### src/rtl/mem_ctrl_arb_if.sv
// Bus bundle between the core-side ports, the arbiter and the byte-wide RAM.
interface mem_ctrl_arb_if #(
    parameter int unsigned ADDR_W     = 32,
    parameter int unsigned DATA_BYTES = 4
);
    localparam int unsigned DW = 8 * DATA_BYTES;

    logic              if_req;
    logic [ADDR_W-1:0] if_addr;
    logic              if_abort;
    logic              if_done;
    logic [DW-1:0]     if_rdata;

    logic              dm_req;
    logic              dm_we;
    logic [1:0]        dm_size;
    logic              dm_signed;
    logic [ADDR_W-1:0] dm_addr;
    logic [DW-1:0]     dm_wdata;
    logic              dm_done;
    logic [DW-1:0]     dm_rdata;

    logic              busy;
    logic [ADDR_W-1:0] mem_a;
    logic [7:0]        mem_dout;
    logic              mem_wr;
    logic [7:0]        mem_din;

    // Controller side
    modport slave (
        input  if_req, if_addr, if_abort, dm_req, dm_we, dm_size, dm_signed, dm_addr, dm_wdata,
        input  mem_din,
        output if_done, if_rdata, dm_done, dm_rdata, busy, mem_a, mem_dout, mem_wr
    );

    // Core / RAM side
    modport master (
        output if_req, if_addr, if_abort, dm_req, dm_we, dm_size, dm_signed, dm_addr, dm_wdata,
        output mem_din,
        input  if_done, if_rdata, dm_done, dm_rdata, busy, mem_a, mem_dout, mem_wr
    );
endinterface

### src/rtl/mem_ctrl_arb.sv
// Byte-serial memory controller: arbitrates IF reads and DM loads/stores onto one
// byte-wide RAM bus, with sized accesses, load extension and IF abort.
module mem_ctrl_arb #(
    parameter int unsigned ADDR_W     = 32,
    parameter int unsigned DATA_BYTES = 4,
    parameter int unsigned RD_LAT     = 1
) (
    input logic           clk,
    input logic           rst,
    mem_ctrl_arb_if.slave bus
);
    localparam int unsigned DW = 8 * DATA_BYTES;

    typedef enum logic [1:0] {StIdle, StRd, StWr} state_t;

    state_t            state_q;
    logic              is_dm_q;
    logic              sgn_q;
    logic [3:0]        n_q;
    logic [3:0]        cnt_q;   // edges elapsed since the accept edge
    logic [ADDR_W-1:0] base_q;
    logic [DW-1:0]     wdata_q;
    logic [DW-1:0]     rbuf_q;

    logic [3:0]        dm_n;
    logic [3:0]        rd_last;
    logic [3:0]        rd_idx;
    logic [7:0]        wr_byte;
    logic              fill_bit;
    logic [DW-1:0]     ext_data;

    // Access size in bytes, clamped to the bus width
    always_comb begin
        dm_n = 4'd1 << bus.dm_size;
        if (dm_n > 4'(DATA_BYTES)) dm_n = 4'(DATA_BYTES);
    end

    // Read timing: byte k sampled when cnt = k+1+RD_LAT, done one edge after the last sample
    always_comb begin
        rd_last = n_q + 4'(RD_LAT) + 4'd1;
        rd_idx  = cnt_q - 4'(RD_LAT) - 4'd1;
        wr_byte = 8'(wdata_q >> {cnt_q, 3'b000});
    end

    // Load extension from the top valid byte
    always_comb begin
        fill_bit = 1'b0;
        ext_data = rbuf_q;
        for (int i = 0; i < DATA_BYTES; i++) begin
            if (4'(i) == n_q - 4'd1) fill_bit = sgn_q & rbuf_q[8*i+7];
        end
        for (int i = 0; i < DATA_BYTES; i++) begin
            if (4'(i) >= n_q) ext_data[8*i +: 8] = {8{fill_bit}};
        end
    end

    // Controller FSM with registered outputs
    always_ff @(posedge clk or negedge rst) begin
        if (!rst) begin
            state_q      <= StIdle;
            is_dm_q      <= 1'b0;
            sgn_q        <= 1'b0;
            n_q          <= '0;
            cnt_q        <= '0;
            base_q       <= '0;
            wdata_q      <= '0;
            rbuf_q       <= '0;
            bus.if_done  <= 1'b0;
            bus.if_rdata <= '0;
            bus.dm_done  <= 1'b0;
            bus.dm_rdata <= '0;
            bus.busy     <= 1'b0;
            bus.mem_a    <= '0;
            bus.mem_dout <= '0;
            bus.mem_wr   <= 1'b0;
        end else begin
            bus.if_done <= 1'b0;
            bus.dm_done <= 1'b0;
            case (state_q)
                StIdle: begin
                    // A port still showing its done pulse is not re-accepted
                    if (bus.dm_req && !bus.dm_done) begin
                        is_dm_q   <= 1'b1;
                        sgn_q     <= bus.dm_signed;
                        n_q       <= dm_n;
                        cnt_q     <= 4'd1;
                        base_q    <= bus.dm_addr;
                        wdata_q   <= bus.dm_wdata;
                        rbuf_q    <= '0;
                        bus.busy  <= 1'b1;
                        bus.mem_a <= bus.dm_addr;
                        if (bus.dm_we) begin
                            state_q      <= StWr;
                            bus.mem_wr   <= 1'b1;
                            bus.mem_dout <= bus.dm_wdata[7:0];
                        end else begin
                            state_q <= StRd;
                        end
                    end else if (bus.if_req && !bus.if_abort && !bus.if_done) begin
                        is_dm_q   <= 1'b0;
                        sgn_q     <= 1'b0;
                        n_q       <= 4'(DATA_BYTES);
                        cnt_q     <= 4'd1;
                        base_q    <= bus.if_addr;
                        rbuf_q    <= '0;
                        bus.busy  <= 1'b1;
                        bus.mem_a <= bus.if_addr;
                        state_q   <= StRd;
                    end
                end
                StWr: begin
                    if (cnt_q == n_q) begin
                        bus.mem_wr  <= 1'b0;
                        bus.dm_done <= 1'b1;
                        bus.busy    <= 1'b0;
                        state_q     <= StIdle;
                    end else begin
                        bus.mem_a    <= base_q + ADDR_W'(cnt_q);
                        bus.mem_dout <= wr_byte;
                        cnt_q        <= cnt_q + 4'd1;
                    end
                end
                StRd: begin
                    if (!is_dm_q && bus.if_abort) begin
                        // Bytes still in the RAM pipeline are dropped with the access
                        bus.busy <= 1'b0;
                        state_q  <= StIdle;
                    end else if (cnt_q == rd_last) begin
                        bus.busy <= 1'b0;
                        state_q  <= StIdle;
                        if (is_dm_q) begin
                            bus.dm_done  <= 1'b1;
                            bus.dm_rdata <= ext_data;
                        end else begin
                            bus.if_done  <= 1'b1;
                            bus.if_rdata <= rbuf_q;
                        end
                    end else begin
                        if (cnt_q < n_q) bus.mem_a <= base_q + ADDR_W'(cnt_q);
                        if (cnt_q >= 4'(RD_LAT + 1)) begin
                            for (int i = 0; i < DATA_BYTES; i++) begin
                                if (4'(i) == rd_idx) rbuf_q[8*i +: 8] <= bus.mem_din;
                            end
                        end
                        cnt_q <= cnt_q + 4'd1;
                    end
                end
                default: state_q <= StIdle;
            endcase
        end
    end
endmodule

### src/flat_wrapper.sv
// flat-port wrapper written by rule: the top's interface ports become plain ports
module mem_ctrl_arb_flat 
#(
    parameter int unsigned ADDR_W     = 32,
    parameter int unsigned DATA_BYTES = 4,
    parameter int unsigned RD_LAT     = 1
)
  (clk, rst, bus_if_req, bus_if_addr, bus_if_abort, bus_dm_req, bus_dm_we, bus_dm_size, bus_dm_signed, bus_dm_addr, bus_dm_wdata, bus_mem_din, bus_if_done, bus_if_rdata, bus_dm_done, bus_dm_rdata, bus_busy, bus_mem_a, bus_mem_dout, bus_mem_wr);
  mem_ctrl_arb_if #(.ADDR_W(ADDR_W), .DATA_BYTES(DATA_BYTES)) bus_i ();
  input logic clk;
  input logic rst;
  input wire logic [$bits(bus_i.if_req)-1:0] bus_if_req;
  input wire logic [$bits(bus_i.if_addr)-1:0] bus_if_addr;
  input wire logic [$bits(bus_i.if_abort)-1:0] bus_if_abort;
  input wire logic [$bits(bus_i.dm_req)-1:0] bus_dm_req;
  input wire logic [$bits(bus_i.dm_we)-1:0] bus_dm_we;
  input wire logic [$bits(bus_i.dm_size)-1:0] bus_dm_size;
  input wire logic [$bits(bus_i.dm_signed)-1:0] bus_dm_signed;
  input wire logic [$bits(bus_i.dm_addr)-1:0] bus_dm_addr;
  input wire logic [$bits(bus_i.dm_wdata)-1:0] bus_dm_wdata;
  input wire logic [$bits(bus_i.mem_din)-1:0] bus_mem_din;
  output wire logic [$bits(bus_i.if_done)-1:0] bus_if_done;
  output wire logic [$bits(bus_i.if_rdata)-1:0] bus_if_rdata;
  output wire logic [$bits(bus_i.dm_done)-1:0] bus_dm_done;
  output wire logic [$bits(bus_i.dm_rdata)-1:0] bus_dm_rdata;
  output wire logic [$bits(bus_i.busy)-1:0] bus_busy;
  output wire logic [$bits(bus_i.mem_a)-1:0] bus_mem_a;
  output wire logic [$bits(bus_i.mem_dout)-1:0] bus_mem_dout;
  output wire logic [$bits(bus_i.mem_wr)-1:0] bus_mem_wr;
  assign bus_i.if_req = bus_if_req;
  assign bus_i.if_addr = bus_if_addr;
  assign bus_i.if_abort = bus_if_abort;
  assign bus_i.dm_req = bus_dm_req;
  assign bus_i.dm_we = bus_dm_we;
  assign bus_i.dm_size = bus_dm_size;
  assign bus_i.dm_signed = bus_dm_signed;
  assign bus_i.dm_addr = bus_dm_addr;
  assign bus_i.dm_wdata = bus_dm_wdata;
  assign bus_i.mem_din = bus_mem_din;
  assign bus_if_done = bus_i.if_done;
  assign bus_if_rdata = bus_i.if_rdata;
  assign bus_dm_done = bus_i.dm_done;
  assign bus_dm_rdata = bus_i.dm_rdata;
  assign bus_busy = bus_i.busy;
  assign bus_mem_a = bus_i.mem_a;
  assign bus_mem_dout = bus_i.mem_dout;
  assign bus_mem_wr = bus_i.mem_wr;
  mem_ctrl_arb #(.ADDR_W(ADDR_W), .DATA_BYTES(DATA_BYTES), .RD_LAT(RD_LAT)) u_core (.clk(clk), .rst(rst), .bus(bus_i));
endmodule
### config.mk
export PLATFORM = sky130hd
export DESIGN_NAME = mem_ctrl_arb_flat
export DESIGN_NICKNAME = d
export VERILOG_FILES = /design/src/rtl/mem_ctrl_arb_if.sv /design/src/rtl/mem_ctrl_arb.sv /design/src/flat_wrapper.sv
export SDC_FILE = /design/constraint.sdc
export NUM_CORES = 1
export LEC_CHECK = 0
export CORE_MARGIN = 5
export CORE_UTILIZATION = 45
export CTS_CLUSTER_DIAMETER = 80
export CTS_CLUSTER_SIZE = 20
export DETAILED_ROUTE_END_ITERATION = 10
export PLACE_DENSITY = 0.78
export SYNTH_ARGS = -nofsm -noshare
export SYNTH_HDL_FRONTEND = slang
export SYNTH_SLANG_ARGS = --single-unit
### constraint.sdc
create_clock -name clk -period 3.8 [get_ports clk]
set_input_delay 0.76 -clock clk [delete_from_list [all_inputs] [get_ports clk]]
set_output_delay 0.76 -clock clk [all_outputs]
set_load 0.01 [all_outputs]
==> flow_metrics.py <==
metrics = {
    "critical_path": {
        "ff2ff_path_depth": 7,
        "crit_path_max_fanout": 16,
        "critPathRequiredTime_ns": 4.17,
        "cp_slowest_cell": "dfrtp_1",
        "cp-end-kind": "flip-flop",
        "cp-start-kind": "flip-flop",
        "path_class": "flip-flop to flip-flop",
        "arrival_ns": 3.51,
        "r2r-start": "u_core.cnt_q[1]",
        "r2r_end": "u_core.bus.mem_a[30]",
        "cp_slowest_stage_delay_ns": 0.68,
        "path_cells": "inv_1 -> fa_1 -> nand2b_1 -> a21o_1 -> or4_1 -> and3_1 -> mux2_4",
        "r2r_slack_ns": 0.66,
    },
    "layout": {
        "drive_gt1_frac": 0.121,
        "area_growth_pct": 28.7,
        "nets": 1312,
        "ff_latch_area_mm2": 0.00541,
        "fill_cells": 1926,
        "multi_input_area_mm2": 0.00479,
    },
    "yosys": {
        "async_reset_ff_frac": 1.00,
        "synth_fp_nets": 1110,
        "avgSynthCellArea_um2": 10.7,
        "synth_top_cell_area_share": 0.516,
        "synth_edf_count": 0,
        "synth_seq_area_share": 0.516,
        "ys_warn_count": 0,
        "synth-seq-cells": 216,
        "synth_area_mm2": 0.0105,
        "synthCells": 975,
        "ys_dominant_reg_cell": "dfrtp_1",
        "ys_types": 65,
        "synth.top_cells.by_area": "dfrtp_1 52%, mux2_2 7.6%, nand2_1 4.4%, o21ai_0 4.1%, mux2i_1 3.6%",
        "synth_area_leader_cell": "dfrtp_1",
    },
    "timing": {
        "maxSlewViolCount": 0,
        "period_minus_slack_ns": 3.14,
        "rsz0062_at_grt": "no",
        "hold_viol": 0,
        "max_freq_ghz": 0.319,
        "skew_ns": 0.0272,
        "setup_viol": 0,
        "worstMarginPinSlew_ns": 0.926,
        "min_period_over_period": 0.826,
        "tns_ns": 0,
        "slew_headroom": 0.382,
    },
    "route": {
        "vias_per_cell": 5.62,
        "drt_iter0_drc": 623,
        "drt-total-wl_um": 28300,
        "vias": 8397,
        "antenna_left": 0,
        "wire_per_inst_um": 19.0,
        "first_pass_iters": 5,
        "drc": 0,
    },
    "clock_network": {
        "tritoncts": "yes",
        "cts_root_buf": "clkbuf_16",
        "cts_sinks": 216,
        "max-clock-path-buffers": 3,
        "cts_setup_buffers": 0,
        "postCtsHoldBufs": 0,
        "ctsResizeCount": 0,
        "clk_latency_ns": 0.49,
        "cts_buffers": 15,
        "cts_max_level": 1,
        "path_clk_slew_ns": 0.09,
    },
    "run": {
        "max-cap-violations": 0,
    },
    "pwr": {
        "power_frac_comb": 0.477,
        "p_int_mw": 5.89,
        "worst_ir_drop_vdd_v": 0.000474,
        "p_clk_frac": 0.156,
        "sw_frac_of_total": 0.402,
        "power_density_mw_per_mm2": 732,
        "power.leakage_nw": 5.73,
        "power_mw": 9.86,
        "switching_power_mw": 3.97,
        "p_seq_frac": 0.367,
    },
    "global_routing": {
        "first_global_vias": 8337,
        "grt_overflow": 0,
        "grt_pass1_wl_um": 45700,
        "grt_antenna_before_repair": 1,
        "grt_usage": 0.213,
        "grt_max_degree": 78,
    },
    "floorplanning": {
        "rows": 55,
        "start_util": 0.459,
        "dieArea_mm2": 0.0264,
        "chipWidth_um": 163,
        "die_h_um": 163,
        "coreArea_mm2": 0.0228,
        "ios": 221,
    },
    "placement": {
        "hpwl_um": 20600,
        "port_buffers": 220,
        "gp_congestion": 0.828,
    },
    "worst_hold_path": {
        "hold_path_class": "input port to async pin",
    },
    "status": {
        "status": "finished clean",
    },
}
==> flip-flops by register name, indices dropped and copies added, names as in the netlist, 2 cells and up <==
name	cells
u_core.base_q	32
u_core.bus.dm_rdata	32
u_core.bus.if_rdata	32
u_core.bus.mem_a	32
u_core.bus.mem_dout	8
u_core.cnt_q	4
u_core.n_q	4
u_core.rbuf_q	32
u_core.state_q	2
u_core.wdata_q	32
==> per-stage QoR <==
| stage | instances | worst slack (ns) | cell area (um2) | utilization | hold WS (ns) |
|---|---|---|---|---|---|
| finish | 1493 | 0.662 | 13500 | 0.591 | 0.255 |
| CTS | 1492 | 0.692 | 13500 | 0.591 | 0.270 |
| floorplan | 975 | 0.822 | 10500 | - | 0.456 |
| global route | 1493 | 0.550 | 13500 | 0.591 | 0.285 |
| detailed placement | 1473 | 0.353 | 13000 | 0.573 | 0.455 |
| global placement | 1473 | 0.447 | 13000 | 0.573 | 0.450 |
==> how the worst max path moves through the flow <==
stage	start	to	slack (ns)	cells past startpoint
floorplan	u_core.cnt_q[0]	u_core.bus.mem_a[10]	0.82	10
global placement	bus_if_abort	u_core.bus.mem_a[7]	0.45	6
detailed placement	bus_if_abort	u_core.bus.mem_a[15]	0.35	6
CTS	u_core.cnt_q[1]	u_core.bus.mem_a[30]	0.69	7
global route	u_core.cnt_q[1]	u_core.bus.mem_a[30]	0.55	7
finish	u_core.cnt_q[1]	u_core.bus.mem_a[30]	0.66	7
==> per-layer routing <==
metal  share of wire  vias to the layer above  track usage
met2            0.49                      290        0.355
met3           0.061                       33       0.0263
met5               0                        -            0
li1                -                     3934            -
met4           0.018                        0       0.0496
met1            0.43                     4140        0.298
==> layout make-up <==
type,count,share of cell area
Antenna cell,1,0.000186
Clock buffer,15,0.0279
Clock inverter,4,0.00288
Inverter,20,0.00558
Multi-Input combinational cell,683,0.356
Sequential cell,216,0.401
Tap cell,313,0.0291
Timing Repair Buffer,241,0.177
==> power by group through the flow <==
| stage | Combinational [mW] | Clock (mW) | Sequential [mW] |
|---|---|---|---|
| CTS | 4.73 | 1.57 | 3.61 |
| global placement | 4.56 | 0 | 3.63 |
| finish | 4.70 | 1.54 | 3.62 |
| detailed placement | 4.71 | 0 | 3.65 |
| floorplan | 2.96 | 0 | 3.58 |
| global route | 5.21 | 1.66 | 3.71 |
==> placed cells by master (no fill, tap or decap), types with 15 or more instances in the layout <==
cell               n
ha_1              21
nor2_1            34
mux2i_1           38
clkdlybuf4s50_1  219
nand2_1          123
clkbuf_16         15
dfrtp_1          216
mux2_2            71
o21ai_0           86
nand3_1           27
and2_1            16
buf_4             19
a21oi_1           45
o31ai_1           22
o2bb2ai_1         28
inv_1             19
==> critical path, delay by kind of cell (launching register included) <==
family	cells	cell delay [ns]
AND/OR/NAND/NOR	3	0.96
flip-flops	1	0.68
adder cells (fa/ha/maj)	1	0.46
AO/OA/AOI/OAI	1	0.42
multiplexers	1	0.26
buffers and inverters	1	0.25
==> Yosys cell counts, drive strengths merged, types with 2 or more instances <==
master,number
buf,10
nor4b,3
a31oi,12
and4,4
and3,11
nor4,10
o31a,5
or4,10
mux4,8
o21a,6
nand2,124
ha,21
nand4,10
a21oi,45
nand2b,9
nand3,27
or2,4
a211oi,5
a22o,5
nor2,35
a32oi,2
mux2,72
dfrtp,216
inv,19
clkbuf,46
a21o,4
o211ai,2
or3,3
nor2b,12
o21ai,90
xnor2,5
o2bb2ai,28
mux2i,38
nor3b,3
o31ai,22
and2,17
nor3,9
o41ai,5
a31o,5
==> kinds of logic (layout without fill, tap and decap cells) <==
group	count (synthesis)	after routing	share of synthesized area
AO/OA/AOI/OAI	243	243	0.150
XOR/XNOR	6	6	0.00634
adder cells (fa/ha/maj)	22	22	0.0270
buffers and inverters	76	280	0.0287
flip-flops	216	216	0.516
multiplexers	118	118	0.131
other	0	1	0
AND/OR/NAND/NOR	294	294	0.140
Power figures use the tool's default switching activity.
